<file path="src/rtl/onewire_pkg.sv">
// 1-Wire master shared encodings, slot timing and FSM states.
// Times are in microseconds of the prescaled tick.
package onewire_pkg;

  localparam logic [2:0] CMD_RESET   = 3'd0;
  localparam logic [2:0] CMD_WR_BIT  = 3'd1;
  localparam logic [2:0] CMD_RD_BIT  = 3'd2;
  localparam logic [2:0] CMD_WR_BYTE = 3'd3;
  localparam logic [2:0] CMD_RD_BYTE = 3'd4;

  localparam logic [9:0] T_RST_LOW     = 10'd480;
  localparam logic [9:0] T_PRES_SAMPLE = 10'd70;
  localparam logic [9:0] T_RST_WAIT    = 10'd480;
  localparam logic [9:0] T_SLOT        = 10'd70;
  localparam logic [9:0] T_LOW0        = 10'd60;
  localparam logic [9:0] T_LOW1        = 10'd6;
  localparam logic [9:0] T_RD_SAMPLE   = 10'd15;

  typedef enum logic [2:0] {
    IDLE,
    RST_LOW,
    RST_WAIT,
    SLOT_LOW,
    SLOT_HIGH,
    RECOVER,
    FINISH
  } state_e;

  function automatic logic is_slot_cmd(
    input logic [2:0] c
  );
    return (c != CMD_RESET) && (c <= CMD_RD_BYTE);
  endfunction

  function automatic logic [9:0] slot_low_us(
    input logic is_wr,
    input logic b
  );
    return (is_wr && !b) ? T_LOW0 : T_LOW1;
  endfunction

endpackage

</file>
<file path="src/rtl/onewire_tick.sv">
// Microsecond prescaler and per-state microsecond counter.
// clr restarts both so every state begins at us 0.
module onewire_tick #(
  parameter int US_CYCLES = 12
) (
  input  logic       clk,
  input  logic       rst,
  input  logic       clr,
  output logic       us_tick,
  output logic [9:0] us_cnt
);

  localparam logic [7:0] PRE_MAX = 8'(US_CYCLES - 1);

  logic [7:0] pre;

  assign us_tick = (pre == PRE_MAX);

  always_ff @(posedge clk or negedge rst) begin
    if (!rst) begin
      pre    <= '0;
      us_cnt <= '0;
    end else if (clr) begin
      pre    <= '0;
      us_cnt <= '0;
    end else begin
      pre <= us_tick ? 8'd0 : pre + 8'd1;
      if (us_tick) begin
        us_cnt <= us_cnt + 10'd1;
      end
    end
  end

endmodule

</file>
<file path="src/rtl/onewire_master.sv">
// Bit/byte 1-Wire bus master: reset/presence, write and read slots.
// owr_out is registered from the next state so the pad never glitches.
module onewire_master
  import onewire_pkg::*;
#(
  parameter int US_CYCLES   = 12,
  parameter int RECOVERY_US = 2
) (
  input  logic       clk,
  input  logic       rst,
  input  logic       cmd_valid,
  output logic       cmd_ready,
  input  logic [2:0] cmd,
  input  logic [7:0] wr_data,
  output logic [7:0] rd_data,
  output logic       presence,
  output logic       short_err,
  output logic       done,
  input  logic       owr_in,
  output logic       owr_out
);

  localparam logic [9:0] T_REC = 10'(RECOVERY_US);

  state_e state;
  state_e state_n;

  logic       owr_s1;
  logic       owr_s;
  logic [2:0] cmd_q;
  logic [7:0] sh;
  logic [2:0] bit_cnt;
  logic       pres_q;

  logic       us_tick;
  logic [9:0] us_cnt;
  logic [9:0] t_low;
  logic [9:0] dur;
  logic       t_end;
  logic       accept;
  logic       clr;
  logic       is_wr;
  logic       is_rd;
  logic       multi;
  logic       pres_pt;
  logic       rd_pt;

  assign cmd_ready = (state == IDLE) || (state == FINISH);
  assign done      = (state == FINISH);
  assign accept    = cmd_valid && cmd_ready;

  assign is_wr = (cmd_q == CMD_WR_BIT) || (cmd_q == CMD_WR_BYTE);
  assign is_rd = (cmd_q == CMD_RD_BIT) || (cmd_q == CMD_RD_BYTE);
  assign multi = (cmd_q == CMD_WR_BYTE) || (cmd_q == CMD_RD_BYTE);
  assign t_low = slot_low_us(is_wr, sh[0]);

  assign clr = accept || (state_n != state);

  onewire_tick #(
    .US_CYCLES(US_CYCLES)
  ) u_tick (
    .clk    (clk),
    .rst    (rst),
    .clr    (clr),
    .us_tick(us_tick),
    .us_cnt (us_cnt)
  );

  always_ff @(posedge clk or negedge rst) begin
    if (!rst) begin
      owr_s1 <= 1'b1;
      owr_s  <= 1'b1;
    end else begin
      owr_s1 <= owr_in;
      owr_s  <= owr_s1;
    end
  end

  always_ff @(posedge clk or negedge rst) begin
    if (!rst) begin
      state <= IDLE;
    end else begin
      state <= state_n;
    end
  end

  always_comb begin
    dur = '0;
    unique case (state)
      RST_LOW:   dur = T_RST_LOW;
      RST_WAIT:  dur = T_RST_WAIT;
      SLOT_LOW:  dur = t_low;
      SLOT_HIGH: dur = T_SLOT - t_low;
      RECOVER:   dur = T_REC;
      default:   dur = '0;
    endcase
  end

  assign t_end   = us_tick && (us_cnt == dur - 10'd1);
  assign pres_pt = us_tick && (us_cnt == T_PRES_SAMPLE);
  // read sample lands 15 us after the slot start
  assign rd_pt   = us_tick && (us_cnt == T_RD_SAMPLE - T_LOW1);

  always_comb begin
    state_n = state;
    unique case (state)
      IDLE, FINISH: begin
        state_n = IDLE;
        if (accept) begin
          unique case (1'b1)
            (cmd == CMD_RESET): state_n = RST_LOW;
            is_slot_cmd(cmd):   state_n = SLOT_LOW;
            default:            state_n = FINISH;
          endcase
        end
      end
      RST_LOW: begin
        if (t_end) state_n = RST_WAIT;
      end
      RST_WAIT: begin
        if (t_end) state_n = FINISH;
      end
      SLOT_LOW: begin
        if (t_end) state_n = SLOT_HIGH;
      end
      SLOT_HIGH: begin
        if (t_end) state_n = RECOVER;
      end
      RECOVER: begin
        if (t_end) begin
          state_n = (multi && bit_cnt != 3'd7) ? SLOT_LOW : FINISH;
        end
      end
      default: state_n = IDLE;
    endcase
  end

  always_ff @(posedge clk or negedge rst) begin
    if (!rst) begin
      owr_out   <= 1'b0;
      cmd_q     <= '0;
      sh        <= '0;
      bit_cnt   <= '0;
      pres_q    <= 1'b0;
      rd_data   <= '0;
      presence  <= 1'b0;
      short_err <= 1'b0;
    end else begin
      owr_out <= (state_n == RST_LOW) || (state_n == SLOT_LOW);
      if (accept) begin
        cmd_q   <= cmd;
        sh      <= wr_data;
        bit_cnt <= '0;
      end
      if (state == RST_WAIT && pres_pt) begin
        pres_q <= !owr_s;
      end
      // results become visible together with done
      if (state == RST_WAIT && t_end) begin
        presence  <= pres_q;
        short_err <= !owr_s;
      end
      if (state == SLOT_HIGH && is_rd && rd_pt) begin
        sh <= {owr_s, sh[7:1]};
      end
      if (state == SLOT_HIGH && is_wr && t_end) begin
        sh <= sh >> 1;
      end
      if (state == RECOVER && t_end) begin
        bit_cnt <= bit_cnt + 3'd1;
        if (state_n == FINISH && is_rd) begin
          rd_data <= multi ? sh : {7'd0, sh[7]};
        end
      end
    end
  end

endmodule

</file>
<file path="config.mk">
export PLATFORM = sky130hd
export DESIGN_NAME = onewire_master
export DESIGN_NICKNAME = d
export VERILOG_FILES = /design/src/rtl/onewire_pkg.sv /design/src/rtl/onewire_tick.sv /design/src/rtl/onewire_master.sv
export SDC_FILE = /design/constraint.sdc
export NUM_CORES = 1
export LEC_CHECK = 0
export ABC_AREA = 1
export CAP_MARGIN = 20
export CELL_PAD_IN_SITES_DETAIL_PLACEMENT = 1
export CELL_PAD_IN_SITES_GLOBAL_PLACEMENT = 1
export CORE_UTILIZATION = 46
export CTS_CLUSTER_DIAMETER = 30
export DETAILED_ROUTE_END_ITERATION = 16
export GPL_TIMING_DRIVEN = 0
export PLACE_DENSITY = 0.92
export SLEW_MARGIN = 20
export SYNTH_ARGS = -nofsm -noshare
export SYNTH_HDL_FRONTEND = slang
export SYNTH_HIERARCHICAL = 1
export SYNTH_SLANG_ARGS = --single-unit
</file>
<file path="constraint.sdc">
create_clock -name clk -period 9.1 [get_ports clk]
set_clock_uncertainty 0.2 [all_clocks]
set_input_delay 2.275 -clock clk [delete_from_list [all_inputs] [get_ports clk]]
set_output_delay 2.275 -clock clk [all_outputs]
set_load 0.005 [all_outputs]
</file>
# Yosys cells after proc, flatten, opt, wreduce, memory -nomap -nowiden
# Index checks and enable logic that the tools add are counted.
op_classes:
  add_sub_neg: 5
  order_cmp: 1
  eq_ne: 19
  n_mux: 21
  reduce_logical: 32
ops:
  columns: ["operator", "n"]
  rows:
  - ["$mux W8", 6]
  - ["$pmux W10 S4", 1]
  - ["$mux W3", 9]
  - ["$mux W10", 2]
  - ["$pmux W3 S6", 1]
  - ["$eq A3 B2 Y1 const B", 5]
  - ["$eq A3 B3 Y1 const B", 5]
  - ["$logic_and A1 B1 Y1", 15]
  - ["$add A10 B1 Y10 const B", 1]
  - ["$eq A10 B10 Y1", 1]
  - ["$eq A10 B4 Y1 const B", 1]
  - ["$eq A10 B7 Y1 const B", 1]
  - ["$sub A10 B1 Y10 const B", 1]
  - ["$eq A3 B1 Y1 const B", 3]
  - ["$add A8 B1 Y8 const B", 1]
  - ["$eq A8 B4 Y1 const B", 1]
  - ["$sub A7 B6 Y8 const A", 1]
  - ["$logic_not A3 Y1", 2]
  - ["$logic_or A1 B1 Y1", 6]
  - ["$mux W6", 1]
  - ["$pmux W3 S2", 1]
  - ["$reduce_bool A3 Y1", 2]
  - ["$reduce_bool A2 Y1", 2]
  - ["$reduce_or A2 Y1", 2]
  - ["6 further kinds", 7]
word_totals:
  reg_bits: 49
  inputBits: 15
  out_inout_bits: 13
  elab_cells: 91

# Longest topological paths before layout
# Gate-level depths: netlist of run 1.
depth:
  ltp_word: 14
  depth_mapped: 24
  depth_no_buf: 23

# Modules after synthesis
# The synthesis of run 1 kept the hierarchy.
by_module_without_submodules:
  columns: ["mod", "n_inst", "cells_per_inst", "area_each_um2", "seq_area_each_um2"]
  rows:
  - ["onewire_master", 1, 310, 2197.1, 778.2]
  - ["onewire_tick", 1, 125, 1021.0, 450.4]

# Worst setup path after synthesis of run 1
# Ideal clock, no wire load.
synth_timing:
  path_kind: "input-to-reg"
  startpoint: "input cmd_valid"
  endpoint: "register u_tick.us_cnt[3]"
  setup_ns: 0.083
  arrival_ns: 3.647
  required_time_ns: 8.817
  path_slack_ns: 5.171
  stages: 10
  n_path_buf: 1
  cell_sequence: "nand2_1 > clkbuf_1 > nor2_1 > nor2_1 > nand2_1 > a21oi_1 > nand4_1 > clkinv_1 > nand3_1 > o21ai_0"
synth_between:
  elab_chain_cells: 6
  elab_cells_between_ends: 7
  cone_classes: "eq/ne (1); mux (3); reduce/logical (3)"
synth_lines:
  columns: ["item", "line_no", "text"]
  rows:
  - ["start, declared", "onewire_master.sv:11", "input logic cmd_valid,"]
  - ["$logic_and A1 B1 Y1 *", "onewire_master.sv:50", "assign accept = cmd_valid && cmd_ready;"]
  - ["$mux W3", "onewire_master.sv:109", "if (accept) begin"]
  - ["$pmux W3 S6", "onewire_master.sv:106", "unique case (state)"]
  - ["$ne A3 B3 Y1", "onewire_master.sv:57", "assign clr = accept || (state_n != state);"]
  - ["$logic_or A1 B1 Y1 *", "onewire_master.sv:57", null]
  - ["via clr", "onewire_master.sv:41", "logic clr;"]
  - ["$mux W10 or $reduce_bool A2 Y1 (tied branches)", null, null]
  - ["end signal, assigned", "onewire_tick.sv:29", "us_cnt <= us_cnt + 10'd1;"]
  - ["end, declared", "onewire_tick.sv:10", "output logic [9:0] us_cnt"]
# Mark *: on every way through the listed nets, which the timed path passes. The rest lies on a longest branch.
# A chain may end at the register's enable or synchronous reset.

# Worst setup path after layout of run 1
# Ends and elaborated chain as after synthesis.

==> flow_summary.toml, run 1 <==
[place]
io_buffers = 27
gp_congestion = 0.860
dp.cells = 558
place_ws_ns = 4.11
dp_hpwl_mm = 6.59
place_area_mm2 = 0.00361

[sta]
tightest_slew_ns = 0.647
fin_crit_ns = 4.67
relSlewSlack_pct = 56.8
rsz0062_at_grt = "no"
min_period_over_period_pct = 51.3
setup_violations = 0
timing.final.ws_setup_ns = 4.43
final_hold_viol_count = 0
setup-tns-final_ns = 0
max_freq_ghz = 0.214
slew_violations = 0

[setup_path]
start_kind = "primary input"
end_kind = "flop"
criticalPathCategory = "in2reg"
slowest_stage = "nand4_1"
r2r_slack_ns = 5.20
crit_required_ns = 9.13
rr_startpoint = "cmd_q[2]"
cp_cell_sequence = "clkdlybuf4s50_1, nand2_1, clkbuf_1, nor2_1, nor2_1, nand2_1, a21oi_1, nand4_1, clkinv_1, nand3_1, o21ai_0"
r2r_cells = 19
crit_fanout = 10
max_stage_delay_ns = 0.45
r2r_end = "u_tick/us_cnt[0]"
arrival_ns = 4.70

[synthesis]
ys_async_sr_fraction_pct = 100
synth_nets = 455
ys_ff_latch = 49
syn_avg_cell_area_um2 = 7.40
synth-main-ff-cell = "dfrtp_1"
synth_edf_count = 0
netlist-cell-type-count = 34
synth_warnings = 6
syn_area_mm2 = 0.00322
ys_seq_area_share_pct = 38.2
syn_inst = 435

[layout]
final_area_mm2 = 0.00371
area_delta_synth_final_pct = 15.4
layout_common_cells = "120 x nand2_1, 48 x nand3_1, 47 x inv_1, 47 x dfrtp_1, 40 x nor2_1"
antenna_cells = 0
instances_no_fill = 566
final_common_cell = "nand2_1"
drive_gt1_share_pct = 16.2
final_nets = 489

[run]
drv_cap = 0

[clock_network]
cts_resized = 0
h-tree-depth = 2
cts-hold-fix-buffers = 0
clock_latency_ns = 0.31
cts_sinks = 49
root_buffer = "clkbuf_8"
clk_path_buf_depth = 2
postCtsSetupRepairBufs = 0
cts.reportedPaths.clkPinSlew_ns = 0.09
cts_buffers = 5
cts_tree = "yes"

[floorplanning]
fp-row-count = 30
ios = 28
core_region_area_mm2 = 0.00679
die-area_mm2 = 0.00733
initial_utilization_pct = 47.4
die_y_um = 85.6
fp.dieW_um = 85.6

[pwr]
peakVddDrop_v = 0.000102
leakage_nw = 1.86
p_per_area_mw_per_mm2 = 257

[drt]
drt_iter0_drc = 115
viasPerCell = 5.36
drc = 0
vias = 3034
routed_wl_mm = 9.02
drt.antenna.violating_nets = 0
firstDrtPassIters = 4
routedWlPerCell_um = 15.9

[global_routing]
grt_pass1_wl_mm = 15.5
track_usage_pct = 27.0
grt_pass1_vias = 3258
globalRoute.totalOverflow = 0
antenna_found_initial = 0
grt_max_degree = 50

[hold_path]
hold_path_class = "reg2reg"
hold_depth = 0
hp-start = "owr_s1"
holdPathEnd = "owr_s"

[outcome]
outcome = "finished, final reports clean"
synth_stat cells, types with 6 or more instances:
cell     count  area share (%)
nand2_2     10             1.9
inv_1       47             5.5
nand2_1    120              14
nor2_1      40             4.7
nand4_1     15             2.9
o21ai_2      9             2.4
o21ai_0     13             2.0
nand3_2      6             1.9
a21oi_1     10             1.6
dfrtp_1     47              37
nand3_1     48             7.5
nor2_4       7             2.4
inv_2       10             1.2
nor3_1       7             1.1
metal layers:
| metal | routed length, µm | up-vias | global-route usage [%] |
|---|---|---|---|
| met5 | 0 | - | 0 |
| met4 | 127 | 0 | 8.33 |
| met3 | 220 | 12 | 4.43 |
| met2 | 4760 | 42 | 49.9 |
| met1 | 3910 | 1509 | 32.1 |
| li1 | - | 1471 | - |
worst max-delay path, delay by kind of cell:
family | cells | cell delay [ns]
AOI/OAI and AO/OA | 2 | 0.30
buffers and inverters | 3 | 1.18
and+or+nand+nor | 6 | 0.94
cell families after synthesis:
kind of cell | share of synthesized area [%]
AOI/OAI and AO/OA | 8.28
xor gates and xnor gates | 0.272
adders and majority gates | 1.94
buffers and inverters | 8.79
DFF | 38.2
and+or+nand+nor | 42.5
worst max path at each step:
stage          startpoint          endpoint  slack [ns]  depth (start not counted)
2_1_floorplan   cmd_valid  u_tick/us_cnt[3]        5.17                         10
3_3_place_gp          rst        rd_data[6]        4.09                          1
3_5_place_dp    cmd_valid  u_tick/us_cnt[3]        4.11                         11
4_1_cts         cmd_valid  u_tick/us_cnt[3]        4.44                         11
5_1_grt         cmd_valid  u_tick/us_cnt[3]        4.09                         11
6_report        cmd_valid  u_tick/us_cnt[3]        4.43                         11
stage by stage:
step           total power [mW]  hold WS (ns)  util [%]
4_1_cts                   0.960         0.160      54.7
3_5_place_dp              0.796         0.147      53.1
2_1_floorplan             0.653         0.145         -
5_1_grt                    1.03         0.164      54.7
6_report                  0.953         0.160      54.7
3_3_place_gp              0.768         0.146      53.1
power breakdown:
group / internal, mW / switching [mW]
registers: 0.255 / 0.0346
logic: 0.156 / 0.351
clock network: 0.0817 / 0.0746
area by class of cell:
| cell class | count | area, µm² |
|---|---|---|
| Buffer | 6 | 61.3 |
| Clock buffer | 6 | 72.6 |
| Clock inverter | 2 | 35.0 |
| Fill cell | 907 | 3080 |
| Inverter | 59 | 221 |
| Multi-Input combinational cell | 321 | 1710 |
| Sequential cell | 49 | 1230 |
| Tap cell | 96 | 120 |
| Timing Repair Buffer | 27 | 268 |
flip-flops by register name, indices dropped and copies added, names as in the netlist:
name / count
sh: 8
state: 3
short_err: 1
owr_s1: 1
rd_data: 8
presence: 1
u_tick/us_cnt: 10
bit_cnt: 3
pres_q: 1
owr_out: 1
owr_s: 1
cmd_q: 3
u_tick/pre: 8
Power figures use the tool's default switching activity.
==> run 2: changes to the inputs <==
--- a/config.mk
+++ b/config.mk
@@ -9,11 +9,11 @@
 export CAP_MARGIN = 20
 export CELL_PAD_IN_SITES_DETAIL_PLACEMENT = 1
 export CELL_PAD_IN_SITES_GLOBAL_PLACEMENT = 1
-export CORE_UTILIZATION = 46
+export CORE_UTILIZATION = 39
 export CTS_CLUSTER_DIAMETER = 30
 export DETAILED_ROUTE_END_ITERATION = 16
 export GPL_TIMING_DRIVEN = 0
-export PLACE_DENSITY = 0.92
+export PLACE_DENSITY = 0.84
 export SLEW_MARGIN = 20
 export SYNTH_ARGS = -nofsm -noshare
 export SYNTH_HDL_FRONTEND = slang
==> constraint.sdc (replaced) <==
create_clock -name clk -period 3.82 [get_ports clk]
set_clock_uncertainty 0.2 [all_clocks]
set_input_delay 0.955 -clock clk [delete_from_list [all_inputs] [get_ports clk]]
set_output_delay 0.955 -clock clk [all_outputs]
set_load 0.005 [all_outputs]
==> flow_summary.toml, run 2 (same netlist as run 1, synthesis figures left out) <==
[outcome]
outcome = "finished, final reports clean"

[setup_path]
crit_buf_inv = 5
start_kind = "flop"
cp_cell_sequence = "inv_2, nand3_2, nand2_1, nand2_1, nor2_1, ha_1, nand2_1, inv_1, nor2_1, nand3_1, inv_1, nand2_1, nor2_2, nand4_1, nand2_1, nand2_2, nand2_1, nand4_1, buf_4, nor2_8, inv_2, o21ai_1"
criticalPathCategory = "reg2reg"
slowest_stage = "dfrtp_1"
crit_required_ns = 3.86
crit_family = "simple AND/OR/NAND/NOR gates"
end_kind = "flop"
cp_common_cell = "nand2_1"
crit_fanout = 10
max_stage_delay_ns = 0.45
arrival_ns = 3.53

[floorplanning]
fp.dieW_um = 92.8
fp-row-count = 32
die-area_mm2 = 0.00862
ios = 28
initial_utilization_pct = 41.0
die_y_um = 92.8
core_region_area_mm2 = 0.00785

[clock_network]
cts_buffers = 5
clock_latency_ns = 0.32
cts_tree = "yes"
root_buffer = "clkbuf_8"
cts_sinks = 49
clk_path_buf_depth = 2
cts-hold-fix-buffers = 0
h-tree-depth = 2
cts.reportedPaths.clkPinSlew_ns = 0.11

[pwr]
switchingPower_mw = 1.10
p_total_mw = 2.31
p_per_area_mw_per_mm2 = 617
power_frac_comb_pct = 53.0
leakage_nw = 1.87
peakVddDrop_v = 0.000275
swShare_pct = 47.7
p_int_mw = 1.21
p_seq_share_pct = 29.7
clkPwrFrac_pct = 17.3

[sta]
final_hold_viol_count = 0
tightest_slew_ns = 0.634
rsz0062_at_grt = "no"
min_period_over_period_pct = 91.2
relSlewSlack_pct = 57.7
timing.final.ws_setup_ns = 0.335
setup-tns-final_ns = 0
fin_crit_ns = 3.48
max_freq_ghz = 0.287
slew_violations = 0
setup_violations = 0

[layout]
utilization_pct = 47.7
final_nets = 491
top_register = "u_tick/us_cnt"
largest_register_ffs = 10
area_delta_synth_final_pct = 16.4
antenna_cells = 0
final_common_cell = "nand2_1"
drive_gt1_share_pct = 16.9
layout_common_cells = "120 x nand2_1, 48 x nand3_1, 47 x inv_1, 47 x dfrtp_1, 40 x nor2_1"

[drt]
drt_iter0_drc = 90
firstDrtPassIters = 4
drt.antenna.violating_nets = 0
vias = 2973
routedWlPerCell_um = 14.2
routed_wl_mm = 8.16
viasPerCell = 5.18
drc = 0

[global_routing]
track_usage_pct = 21.2
grt_max_degree = 50
globalRoute.totalOverflow = 0
antenna_found_initial = 0
grt_pass1_wl_mm = 14.5
grt_pass1_vias = 3156

[run]
drv_cap = 0

[place]
io_buffers = 27
place_ws_ns = 0.0213
gp_congestion = 0.872
dp_hpwl_mm = 6.39

[hold_path]
hold_path_class = "reg2reg"
[run 2: cell count changes in the layout (fill, tap and decap cells not counted)]
cell | before | now
inv_6 | 0 | 2
buf_4 | 1 | 3
clkinv_1 | 2 | 1
clkbuf_1 | 3 | 2
[run 2: cell type report]
| type | count | area (µm²) |
|---|---|---|
| sequential | 49 | 1230 |
| clock buffer | 5 | 68.8 |
| buffer | 6 | 61.3 |
| timing repair buffer | 29 | 283 |
| fill | 1025 | 4100 |
| multi-input combinational | 321 | 1710 |
| inverter | 59 | 223 |
| clock inverter | 3 | 47.5 |
| tap | 102 | 128 |
[run 2: per-stage QoR]
| stage | hold WS (ns) | area (µm²) | std cells |
|---|---|---|---|
| after global placement | 0.145 | 3620 | 564 |
| after detailed placement | 0.149 | 3610 | 564 |
| final | 0.162 | 3750 | 574 |
| after global routing | 0.170 | 3750 | 574 |
| after CTS | 0.163 | 3730 | 572 |
| after floorplan | 0.145 | 3220 | 435 |
[run 2: worst paths after layout]
kind                             start               end  slack [ns]  cells past startpoint
min in group asynchronous          rst        rd_data[7]        0.43                      1
worst min-delay path            owr_s1             owr_s        0.16                      0
max in group asynchronous          rst            pres_q        2.54                      1
worst min register to register  owr_s1             owr_s        0.16                      0
worst max-delay path             sh[0]  u_tick/us_cnt[0]        0.34                     22
worst max register to register   sh[0]  u_tick/us_cnt[0]        0.34                     22
[run 2: timing repair]
| action | CTS | global route |
|---|---|---|
| resized for setup | 1 | 0 |
| endpoints found under the setup margin | 7 | 17 |
| buffers inserted | 0 | 2 |
[run 2: power groups by stage]
stage	registers (mW)	clock network, mW	logic [mW]
finish	0.687	0.399	1.22
global route	0.698	0.422	1.38
CTS	0.687	0.404	1.21
detailed placement	0.698	0	1.20
global placement	0.692	0	1.14
floorplan	0.677	0	0.879
[run 2: layer usage]
metal  wire length [µm]  GRT usage, %
met4                123          6.41
met1               3730          26.7
met5                  0             0
met2               4160          37.4
met3                147          2.87
